`config.mk`:
```
export PLATFORM = sky130hd
export DESIGN_NAME = ship_placer
export DESIGN_NICKNAME = d
export VERILOG_FILES = /design/src/rtl/battleship_pkg.sv /design/src/rtl/ship_lfsr.sv /design/src/rtl/ship_placer.sv
export SDC_FILE = /design/constraint.sdc
export NUM_CORES = 1
export LEC_CHECK = 0
export CAP_MARGIN = 5
export CORE_MARGIN = 4
export CORE_UTILIZATION = 60
export CTS_CLUSTER_SIZE = 24
export DETAILED_ROUTE_END_ITERATION = 8
export GPL_TIMING_DRIVEN = 0
export PLACE_DENSITY_LB_ADDON = 0.15
export SLEW_MARGIN = 25
export SYNTH_ARGS = -nofsm -noshare
export SYNTH_HDL_FRONTEND = slang
export SYNTH_SLANG_ARGS = --single-unit
```
`constraint.sdc`:
```
create_clock -name clk -period 6.2 [get_ports clk]
set_clock_uncertainty 0.2 [all_clocks]
set_input_delay 1.24 -clock clk [delete_from_list [all_inputs] [get_ports clk]]
set_output_delay 1.24 -clock clk [all_outputs]
set_load 0.01 [all_outputs]
```
`src/rtl/battleship_pkg.sv`:
```
// Shared constants, word layout, state encoding and draw helpers for the ship placer.
package battleship_pkg;

  localparam int NUM_SHIPS = 5;
  localparam int BOARD_DIM = 10;

  // Element i is the length of ship type i.
  localparam logic [NUM_SHIPS-1:0][3:0] SHIP_LEN = {4'd2, 4'd3, 4'd3, 4'd4, 4'd5};

  localparam int SLOT_A_POS_LSB  = 25;
  localparam int SLOT_A_VERT_BIT = 24;
  localparam int SLOT_A_TYPE_LSB = 21;
  localparam int SLOT_B_POS_LSB  = 14;
  localparam int SLOT_B_VERT_BIT = 13;
  localparam int SLOT_B_TYPE_LSB = 10;

  localparam logic [2:0]  EMPTY_SLOT_TYPE = 3'd7;
  localparam logic [15:0] LFSR_TAPS       = 16'hB400;

  typedef struct packed {
    logic [6:0] pos;
    logic       vert;
  } ship_t;

  typedef enum logic [2:0] {
    ST_IDLE,
    ST_GEN,
    ST_SEND0,
    ST_SEND1,
    ST_SEND2,
    ST_CHECK
  } placer_state_t;

  function automatic logic [31:0] pack_word(input ship_t a, input logic [2:0] type_a,
                                            input ship_t b, input logic [2:0] type_b);
    logic [31:0] w;
    w = '0;
    w[SLOT_A_POS_LSB +: 7]  = a.pos;
    w[SLOT_A_VERT_BIT]      = a.vert;
    w[SLOT_A_TYPE_LSB +: 3] = type_a;
    w[SLOT_B_POS_LSB +: 7]  = b.pos;
    w[SLOT_B_VERT_BIT]      = b.vert;
    w[SLOT_B_TYPE_LSB +: 3] = type_b;
    return w;
  endfunction

  // A ship fits when its anchor is on the board and its far end does not pass the edge.
  function automatic logic draw_ok(input logic [3:0] row, input logic [3:0] col,
                                   input logic vert, input logic [3:0] len);
    logic [4:0] end_row;
    logic [4:0] end_col;
    end_row = {1'b0, row} + {1'b0, len};
    end_col = {1'b0, col} + {1'b0, len};
    return (row <= 4'(BOARD_DIM - 1)) && (col <= 4'(BOARD_DIM - 1)) &&
           (vert ? (end_row <= 5'(BOARD_DIM)) : (end_col <= 5'(BOARD_DIM)));
  endfunction

  function automatic logic [6:0] board_pos(input logic [3:0] row, input logic [3:0] col);
    logic [6:0] r;
    r = {3'b000, row};
    return (r << 3) + (r << 1) + {3'b000, col};
  endfunction

endpackage

```
`src/rtl/ship_lfsr.sv`:
```
// 16-bit Galois LFSR with asynchronous reset and a synchronous seed load.
module ship_lfsr
  import battleship_pkg::*;
#(
  parameter logic [15:0] RESET_VALUE = 16'hACE1
) (
  input  logic        clk,
  input  logic        rst_n,
  input  logic        load,
  input  logic [15:0] seed,
  output logic [8:0]  draw
);

  logic [15:0] state;

  always_ff @(posedge clk or negedge rst_n) begin
    if (!rst_n) begin
      state <= RESET_VALUE;
    end else if (load) begin
      state <= seed;
    end else begin
      state <= {1'b0, state[15:1]} ^ (state[0] ? LFSR_TAPS : 16'h0000);
    end
  end

  assign draw = state[8:0];

endmodule

```
`src/rtl/ship_placer.sv`:
```
// Random ship placement initiator: draws, streams three words, checks, retries.
// Optional `seed` port and seed load on request are enabled by SHIP_PLACER_SEED_EN.
module ship_placer
  import battleship_pkg::*;
#(
  parameter int          MAX_ATTEMPTS = 255,
  parameter logic [15:0] RESET_SEED   = 16'hACE1
) (
  input  logic        clk,
  input  logic        rst_n,
  input  logic        go,
  input  logic        valid_in,
`ifdef SHIP_PLACER_SEED_EN
  input  logic [15:0] seed,
`endif
  output logic [31:0] data_out,
  output logic        update_ship,
  output logic        start,
  output logic        busy,
  output logic        done,
  output logic        fail,
  output logic [7:0]  attempts
);

  localparam logic [7:0] ATTEMPT_LIMIT = 8'(MAX_ATTEMPTS);
  localparam logic [2:0] LAST_SHIP     = 3'(NUM_SHIPS - 1);

  placer_state_t state;
  ship_t         ships [NUM_SHIPS];
  logic [2:0]    ship_idx;
  logic [8:0]    draw;
  logic          lfsr_load;
  logic [15:0]   lfsr_seed;

`ifdef SHIP_PLACER_SEED_EN
  assign lfsr_load = (state == ST_IDLE) && go;
  assign lfsr_seed = (seed == 16'h0000) ? RESET_SEED : seed;
`else
  assign lfsr_load = 1'b0;
  assign lfsr_seed = RESET_SEED;
`endif

  ship_lfsr #(
    .RESET_VALUE(RESET_SEED)
  ) u_lfsr (
    .clk  (clk),
    .rst_n(rst_n),
    .load (lfsr_load),
    .seed (lfsr_seed),
    .draw (draw)
  );

  logic [3:0] draw_row;
  logic [3:0] draw_col;
  logic       draw_vert;
  logic       draw_fits;
  logic [7:0] attempts_next;

  assign draw_row      = draw[3:0];
  assign draw_col      = draw[7:4];
  assign draw_vert     = draw[8];
  assign draw_fits     = draw_ok(draw_row, draw_col, draw_vert, SHIP_LEN[ship_idx]);
  assign attempts_next = (attempts == 8'hFF) ? attempts : attempts + 8'd1;

  // A rejected draw just waits for the next LFSR value; the ship index only moves on acceptance.
  always_ff @(posedge clk or negedge rst_n) begin
    if (!rst_n) begin
      state    <= ST_IDLE;
      ship_idx <= '0;
      attempts <= '0;
      busy     <= 1'b0;
      done     <= 1'b0;
      fail     <= 1'b0;
      for (int i = 0; i < NUM_SHIPS; i++) begin
        ships[i] <= '0;
      end
    end else begin
      done <= 1'b0;
      fail <= 1'b0;
      case (state)
        ST_IDLE: begin
          if (go) begin
            state    <= ST_GEN;
            attempts <= '0;
            ship_idx <= '0;
            busy     <= 1'b1;
          end
        end
        ST_GEN: begin
          if (draw_fits) begin
            ships[ship_idx] <= '{pos: board_pos(draw_row, draw_col), vert: draw_vert};
            if (ship_idx == LAST_SHIP) begin
              state <= ST_SEND0;
            end else begin
              ship_idx <= ship_idx + 3'd1;
            end
          end
        end
        ST_SEND0: state <= ST_SEND1;
        ST_SEND1: state <= ST_SEND2;
        ST_SEND2: state <= ST_CHECK;
        ST_CHECK: begin
          attempts <= attempts_next;
          if (valid_in) begin
            done  <= 1'b1;
            busy  <= 1'b0;
            state <= ST_IDLE;
          end else if (attempts_next == ATTEMPT_LIMIT) begin
            fail  <= 1'b1;
            busy  <= 1'b0;
            state <= ST_IDLE;
          end else begin
            state    <= ST_GEN;
            ship_idx <= '0;
          end
        end
        default: begin
          state <= ST_IDLE;
          busy  <= 1'b0;
        end
      endcase
    end
  end

  // Streamed words and the check strobe follow the state directly so reset clears them at once.
  always_comb begin
    data_out    = '0;
    update_ship = 1'b0;
    start       = 1'b0;
    case (state)
      ST_SEND0: begin
        update_ship = 1'b1;
        data_out    = pack_word(ships[0], 3'd0, ships[1], 3'd1);
      end
      ST_SEND1: begin
        update_ship = 1'b1;
        data_out    = pack_word(ships[2], 3'd2, ships[3], 3'd3);
      end
      ST_SEND2: begin
        update_ship = 1'b1;
        data_out    = pack_word(ships[4], 3'd4, '0, EMPTY_SLOT_TYPE);
      end
      ST_CHECK: start = 1'b1;
      default: ;
    endcase
  end

endmodule

```
==> reports/results.tsv, run 1 <==
metric	value	unit
drt_pass1_iterations	4	
synth_xor_area_frac	0.01970	
synth.area.mux_share	0.1776	
setup_violations	0	
core	6422	um2
grt_pass1_wl	13710	um
synth_cell_type_count	55	
synth_edf_count	0	
p_total	1.460	mW
critPathBufInv	3	
drv_slew	0	
routed_wl	8152	um
min_period	4.288	ns
die_w	89.67	um
grt_max_degree	53	
start_util	0.6230	
cts_sinks	73	
ys_async_sr_fraction	1.000	
synth_top_family_by_area	multiplexers	
postCtsHoldBufs	0	
clk_pin_slew_worst_paths	0.07	ns
fin_cells	480	
arrival	2.85	ns
drc	0	
final_cell_mix	dfrtp_1, clkdlybuf4s50_1, nand2_1	
hold_viol	0	
status	finished, final reports clean	
grt_use_total	0.2239	
crit_family	buffers and inverters	
num_rows	29	
pin_count	49	
globalplace.congestion	0.9091	
worst_slack	1.912	ns
clock_latency	0.35	ns
postCtsSetupBuffers	0	
antenna_found_initial	0	
max_cap_viol_count	0	
path_max_fanout	10	
leakagePower	2.384	nW
clock.fmax	0.2332	GHz
worst_slew_pin_slew	0.7757	ns
ctsResizeCount	0	
synth_compound_area_frac	0.1010	
stdcell_area	4735	um2
nets	423	
ys_warn_count	0	
viasPerCell	5.817	
drt_iter0_markers	189	
place_inst	464	
fp.dieH	89.67	um
rsz0062_at_grt	no	
path_common_cell	buf_1	
place_area	4531	um2
cts_buffers	9	
crit_type	reg2out	
postSynthAreaPerCell	11.80	um2
ant_nets	0	
post-route-period-util	0.6916	
vias	2792	
htree_levels	3	
overflow	0	
grt_pass1_vias	2875	
hpwlAfterDp	5797	um
mostFrequentLayoutCell	dfrtp_1	
synth_area	4001	um2
crit_path_cell_trace	buf_1, buf_1, mux2i_1, nor2_1, clkdlybuf4s50_1	
min_path_type	reg2reg	
worstPathRequired	4.76	ns
slew_headroom	0.4829	
critPathCaptureType	output pin	
wl_per_cell	16.98	um
yosysTopAreaCell	dfrtp_1	
fin_setup_tns	0	ns
synthToLayoutAreaGrowth	18.32	%
dp_slack	2.241	ns
synth_fa_ha_area_frac	0.07317	
dieArea	8040	um2
cts_tree	built	
synth_top_area_share	0.4065	
synth_flop_cell	dfrtp_1	
yosys-top-cells-area	dfrtp_1, mux2_4, ha_1	
critPathLaunchType	register	
root_buffer	clkbuf_8	
drive_gt1_frac	0.2233	
cpMaxStageDelayCell	buf_1	
io_buffers	37	
synthCells	339	
diodes	0	
irDropWorstVdd	0.0002022	V
slowest_delay	0.65	ns
cts_max_path_buffers	2	
ys_seq_area_frac	0.4590	
power.density	308.4	nW/um2
synth-simple-area-share	0.1216	
ys_seq_elements	73	
==> kinds of logic (layout without fill, tap and decap cells) <==
family / count (synthesis) / in the layout
xor gates and xnor gates: 9 / 9
buffers and inverters: 33 / 87
DFF: 73 / 73
AOI/OAI and AO/OA: 59 / 59
adders and majority gates: 21 / 21
other: 1 / 11
muxes: 57 / 57
and+or+nand+nor: 86 / 86
==> Yosys cell counts (8+ instances only) <==
master   count
a21oi_1      9
dfrtp_1     65
a211o_1      8
nor2_1      19
mux2_4      24
o21ai_0     18
mux2i_1     17
buf_4       13
nand2_1     25
ha_1        17
dfstp_2      8
mux2_2      16
==> final timing paths <==
path                                      start              end  slack (ns)  cells past startpoint
worst max register to register      ship_idx[2]         ships[0]        2.22                     11
worst min register to register  u_lfsr.state[9]  u_lfsr.state[8]        0.15                      0
worst min-delay path            u_lfsr.state[9]  u_lfsr.state[8]        0.15                      0
min in group asynchronous                 rst_n      attempts[3]        0.58                      1
worst max-delay path                   state[0]     data_out[15]        1.91                      5
max in group asynchronous                 rst_n  u_lfsr.state[6]        4.63                      2
==> where the power goes <==
| part | switching (mW) | internal (mW) | leakage [nW] | total (mW) |
|---|---|---|---|---|
| clock | 0.174 | 0.198 | 0.0928 | 0.372 |
| combinational | 0.320 | 0.233 | 1.31 | 0.554 |
| sequential | 0.0317 | 0.502 | 0.978 | 0.534 |
| total | 0.526 | 0.934 | 2.38 | 1.46 |
==> flip-flops by register name (all words and copies together), names as in the netlist <==
name and cells:
ship_idx 3, done 1, busy 1, fail 1, attempts 8, ships 40
state 3, u_lfsr.state 16
==> metrics by stage <==
| step | hold slack [ns] | util |
|---|---|---|
| finish | 0.1539 | 0.7372 |
| global route | 0.1567 | 0.7372 |
| CTS | 0.1558 | 0.7364 |
| detailed placement | 0.1389 | 0.7054 |
| global placement | 0.1339 | 0.7015 |
| floorplan | 0.1312 | - |
==> layout make-up <==
cell class              instances  area (um2)
flip-flops and latches         73        1837
well taps                      77       96.34
plain buffers                  24       153.9
clock inverters                 4       53.80
repair buffers                 38       395.4
clock buffers                  12       145.1
multi-input cells             243        2019
fillers                       462        1688
inverters                       9       33.78
==> metal layers <==
layer,up-vias,global-route usage,part of all wire
met5,-,0,0
met4,0,0.08660,0.017
met3,13,0.04653,0.035
met2,51,0.3517,0.48
met1,1407,0.3060,0.46
li1,1321,-,-
No activity file was read; power rests on OpenSTA's default activity.
==> inputs of run 2 (changes only) <==
Settings changed: CORE_UTILIZATION 60 to 50.
Clock period 6.2 ns to 3.83 ns, I/O delays scaled along.
==> run 2 against run 1 <==
Clock power up 86%. Final cell count is 5.6% higher. Non-clock buffer count is 2 higher. Critical path depth rose by 6. First-iteration DRC count decreased by 43%. Via count shrank 1.3%. Critical endpoint is now ships[36].
==> reports/results.tsv, run 2 (synthesized netlist as in run 1, its figures left out) <==
metric	value	unit
status	finished, final reports clean	
hold_viol	0	
clock.fmax	0.2683	GHz
grt_pass1_wl	14080	um
leakagePower	2.411	nW
grt_max_degree	39	
clock_latency	0.35	ns
drt_pass1_iterations	4	
io_buffers	37	
multiInputGateArea	2048	um2
critPathLaunchType	register	
max_cap_viol_count	0	
fin_setup_tns	0	ns
min_period	3.727	ns
worst_slew_pin_slew	0.7553	ns
core	7767	um2
overflow	0	
cts_tree	built	
die_w	97.46	um
post-route-period-util	0.9731	
worst_slack	0.1029	ns
fp.dieH	97.46	um
arrival	3.76	ns
mostFrequentLayoutCell	dfrtp_1	
vias	2757	
p_total	2.497	mW
worstPathRequired	3.86	ns
globalplace.congestion	0.8285	
viasPerCell	5.438	
drv_slew	0	
ant_nets	0	
wl_per_cell	16.63	um
clk_pin_slew_worst_paths	0.08	ns
rsz0062_at_grt	no	
dp_slack	-0.2401	ns
synthToLayoutAreaGrowth	20.83	%
cts_sinks	73	
cts_buffers	9	
grt_use_total	0.1841	
antenna_found_initial	0	
setup_violations	0	
drive_gt1_frac	0.2444	
place_area	4554	um2
regMostFlops	ships	
irDropWorstVdd	0.0003169	V
slew_headroom	0.4965	
stdcell_area	4835	um2
final_cell_mix	dfrtp_1, clkdlybuf4s50_1, nand2_1	
dieArea	9497	um2
path_max_fanout	8	
grt_pass1_vias	2754	
htree_levels	3	
critPathLaunch	ship_idx[0]	
hold_path_startpoint	u_lfsr.state[12]	
power.density	516.4	nW/um2
r2r_start	ship_idx[0]	
drt_iter0_markers	108	
diodes	0	
crit_type	reg2reg	
largest_reg_flops	40	
fill_cells	647	
hpwlAfterDp	5917	um
routed_wl	8432	um
postCtsHoldBufs	0	
rrSetupSlack	0.10	ns
start_util	0.5151	
pin_count	49	
min_path_type	reg2reg	
root_buffer	clkbuf_8	
cts_max_path_buffers	2	
final-seq-area	1838	um2
num_rows	32	
nets	425	
top_regs	ships x40, u_lfsr.state x16, attempts x8	
critPathCaptureType	register	
drc	0	
run 2: changes by cell type in the layout (fill, tap and decap cells not counted), sizes merged:
cell	change
clkinv	-1
bufinv	+1
inv	+1
buf	+3
clkinvlp	-1
clkbuf	-1
run 2: timing repair:
action | 4_1_cts | 5_1_grt
pin swaps | 3 | 2
setup endpoints to repair | 41 | 38
endpoints found under the hold margin | 0 | 0
setup buffers | 2 | 1
gates resized for setup | 4 | 6
run 2: final timing paths:
check	end	cells past startpoint
setup / recovery	ships[36]	11
hold / removal	u_lfsr.state[11]	0
setup reg to reg	ships[36]	11
hold reg to reg	u_lfsr.state[11]	0
max in group asynchronous	ships[34]	2
min in group asynchronous	ship_idx[1]	1
run 2: critical path, stage by stage, from the launching register on:
cell       delay [ns]
dfrtp_2          0.46
ha_1             0.22
nor2_2           0.14
ha_2             0.21
fa_2             0.47
a2111oi_4        0.36
a21oi_1          0.09
a41oi_2          0.31
nand2_4          0.13
or4_1            0.52
buf_6            0.18
mux2_4           0.30
run 2: report_power, final:
group          internal [mW]  switching (mW)  leakage, nW
combinational          0.410           0.534         1.33
sequential             0.814          0.0476        0.977
clock                  0.388           0.303        0.107
run 2: area by class of cell:
cell class	count	area share
multi-input cells	243	0.4237
flip-flops and latches	73	0.3802
repair buffers	41	0.08489
plain buffers	23	0.03209
clock buffers	12	0.03002
well taps	102	0.02640
clock inverters	4	0.01579
inverters	9	0.006988
run 2: metrics by stage:
stage	util	hold WS [ns]	instances
global route	0.6224	0.1628	507
finish	0.6224	0.1546	507
floorplan	-	0.1312	349
CTS	0.6174	0.1605	506
detailed placement	0.5863	0.1426	489
global placement	0.5841	0.1342	488
run 2: routing by layer:
| layer | vias to the layer above | GRT usage | share of wire |
|---|---|---|---|
| met3 | 14 | 0.04594 | 0.041 |
| met1 | 1361 | 0.2407 | 0.46 |
| met2 | 58 | 0.2957 | 0.48 |
| met4 | 0 | 0.06922 | 0.019 |
| li1 | 1324 | - | - |
| met5 | - | 0 | 0 |
==> inputs of run 3 (changes only) <==
Settings changed: CORE_MARGIN 4 to not set.
==> run 3 against run 2 <==
Fmax increased by 1.9%. Combinational power decreased by 2.5%. Largest cell class unchanged. Sequential share of layout area increased by 0.23 points. Die area down 12%. Utilization about the same. Critical endpoint unchanged. Final cell count unchanged.
==> reports/results.tsv, run 3 (synthesized netlist as in run 1, its figures left out) <==
metric	value	unit
num_rows	32	
synthToLayoutAreaGrowth	20.11	%
dieArea	8364	um2
final_cell_mix	dfrtp_1, clkdlybuf4s50_1, nand2_1	
post-route-period-util	0.9550	
clk_pin_slew_worst_paths	0.08	ns
drt_pass1_iterations	4	
grt_max_degree	44	
critPathLaunchType	register	
io_buffers	37	
r2r_start	ship_idx[0]	
cts_tree	built	
rrSetupSlack	0.17	ns
setup_violations	0	
fp.dieH	91.46	um
rr_worst_depth	11	
pin_count	49	
clock.fmax	0.2734	GHz
top_regs	ships x40, u_lfsr.state x16, attempts x8	
worst_slew_pin_slew	0.7471	ns
grt_use_total	0.2094	
overflow	0	
hpwlAfterDp	5721	um
core	7727	um2
crit_type	reg2reg	
power.density	508.4	nW/um2
hold_path_startpoint	u_lfsr.state[12]	
cts_max_path_buffers	2	
cts_buffers	9	
rsz0062_at_grt	no	
arrival	3.68	ns
globalplace.congestion	0.8288	
drc	0	
clock_latency	0.34	ns
nets	425	
stdcell_area	4806	um2
hold_depth	0	
hold_path_end	u_lfsr.state[11]	
slew_headroom	0.5019	
worstPathRequired	3.86	ns
path_max_fanout	9	
vias	2749	
critPathCaptureType	register	
root_buffer	clkbuf_8	
place_inst	489	
min_period	3.658	ns
mostFrequentLayoutCell	dfrtp_1	
htree_levels	3	
regMostFlops	ships	
fill_cells	638	
diodes	0	
wl_per_cell	15.93	um
reg2reg_to	ships[36]	
status	finished, final reports clean	
grt_pass1_vias	2760	
grt_pass1_wl	13730	um
antenna_found_initial	0	
routed_wl	8075	um
postCtsHoldBufs	0	
hold_ws	0.1543	ns
drive_gt1_frac	0.2395	
irDropWorstVdd	0.0002737	V
start_util	0.5178	
drv_slew	0	
die_w	91.46	um
hold_viol	0	
largest_reg_flops	40	
place_area	4554	um2
min_path_type	reg2reg	
cts_sinks	73	
fin_cells	507	
ant_nets	0	
viasPerCell	5.422	
leakagePower	2.408	nW
max_cap_viol_count	0	
drt_iter0_markers	86	
## run 3: per-layer routing
layer  global-route usage  wire (um)  up-vias
li1                     -          -     1327
met1               0.2894       3961     1362
met2               0.3277       3749       47
met3              0.04523        236       13
met4              0.06746        128        0
met5                    0          0        -
## run 3: layout make-up
class	instances	area, um2	share of cell area
clock buffers	11	131.4	0.02734
well taps	102	127.6	0.02656
plain buffers	23	151.4	0.03150
inverters	9	33.78	0.007029
clock inverters	5	81.33	0.01692
flip-flops and latches	73	1838	0.3825
repair buffers	41	410.4	0.08539
multi-input cells	243	2032	0.4228
## run 3: worst max-delay path by stage
stage          depth (start not counted)   startpoint  slack, ns                to
6_report                              11  ship_idx[0]       0.17         ships[36]
5_1_grt                               11  ship_idx[0]       0.02         ships[36]
4_1_cts                               11  ship_idx[0]       0.01         ships[36]
3_5_place_dp                          11  ship_idx[2]      -0.11          ships[6]
3_3_place_gp                           1        rst_n      -0.71  u_lfsr.state[14]
2_1_floorplan                         11  ship_idx[2]       0.20          ships[0]
## run 3: metrics by stage
| step | utilization | power [mW] | setup TNS [ns] | setup slack [ns] |
|---|---|---|---|---|
| 2_1_floorplan | - | 1.508 | 0 | 0.2005 |
| 3_3_place_gp | 0.5871 | 1.744 | -46.91 | -0.7071 |
| 3_5_place_dp | 0.5894 | 1.768 | -3.352 | -0.1069 |
| 4_1_cts | 0.6174 | 2.423 | 0 | 0.009632 |
| 5_1_grt | 0.6219 | 2.590 | 0 | 0.01859 |
| 6_report | 0.6219 | 2.443 | 0 | 0.1723 |
## run 3: repair_timing
action                     4_1_cts  5_1_grt
setup buffers                    1        2
pin swaps                        1        3
resized for setup                0        7
setup endpoints to repair       40       48
cloned                           0        0
hold endpoints to repair         0        0
## run 3: critical path, stage by stage, from the launching register on
cell	delay, ns
dfrtp_2	0.47
ha_1	0.23
nor2_2	0.14
ha_1	0.20
fa_1	0.45
a2111oi_1	0.42
a211oi_1	0.09
nand3_1	0.18
nand2_4	0.13
or4_1	0.51
buf_4	0.21
mux2_4	0.31
## run 3: power by group
part / internal [mW] / switching [mW]
combinational: 0.398 / 0.522
sequential: 0.814 / 0.0496
clock: 0.368 / 0.291
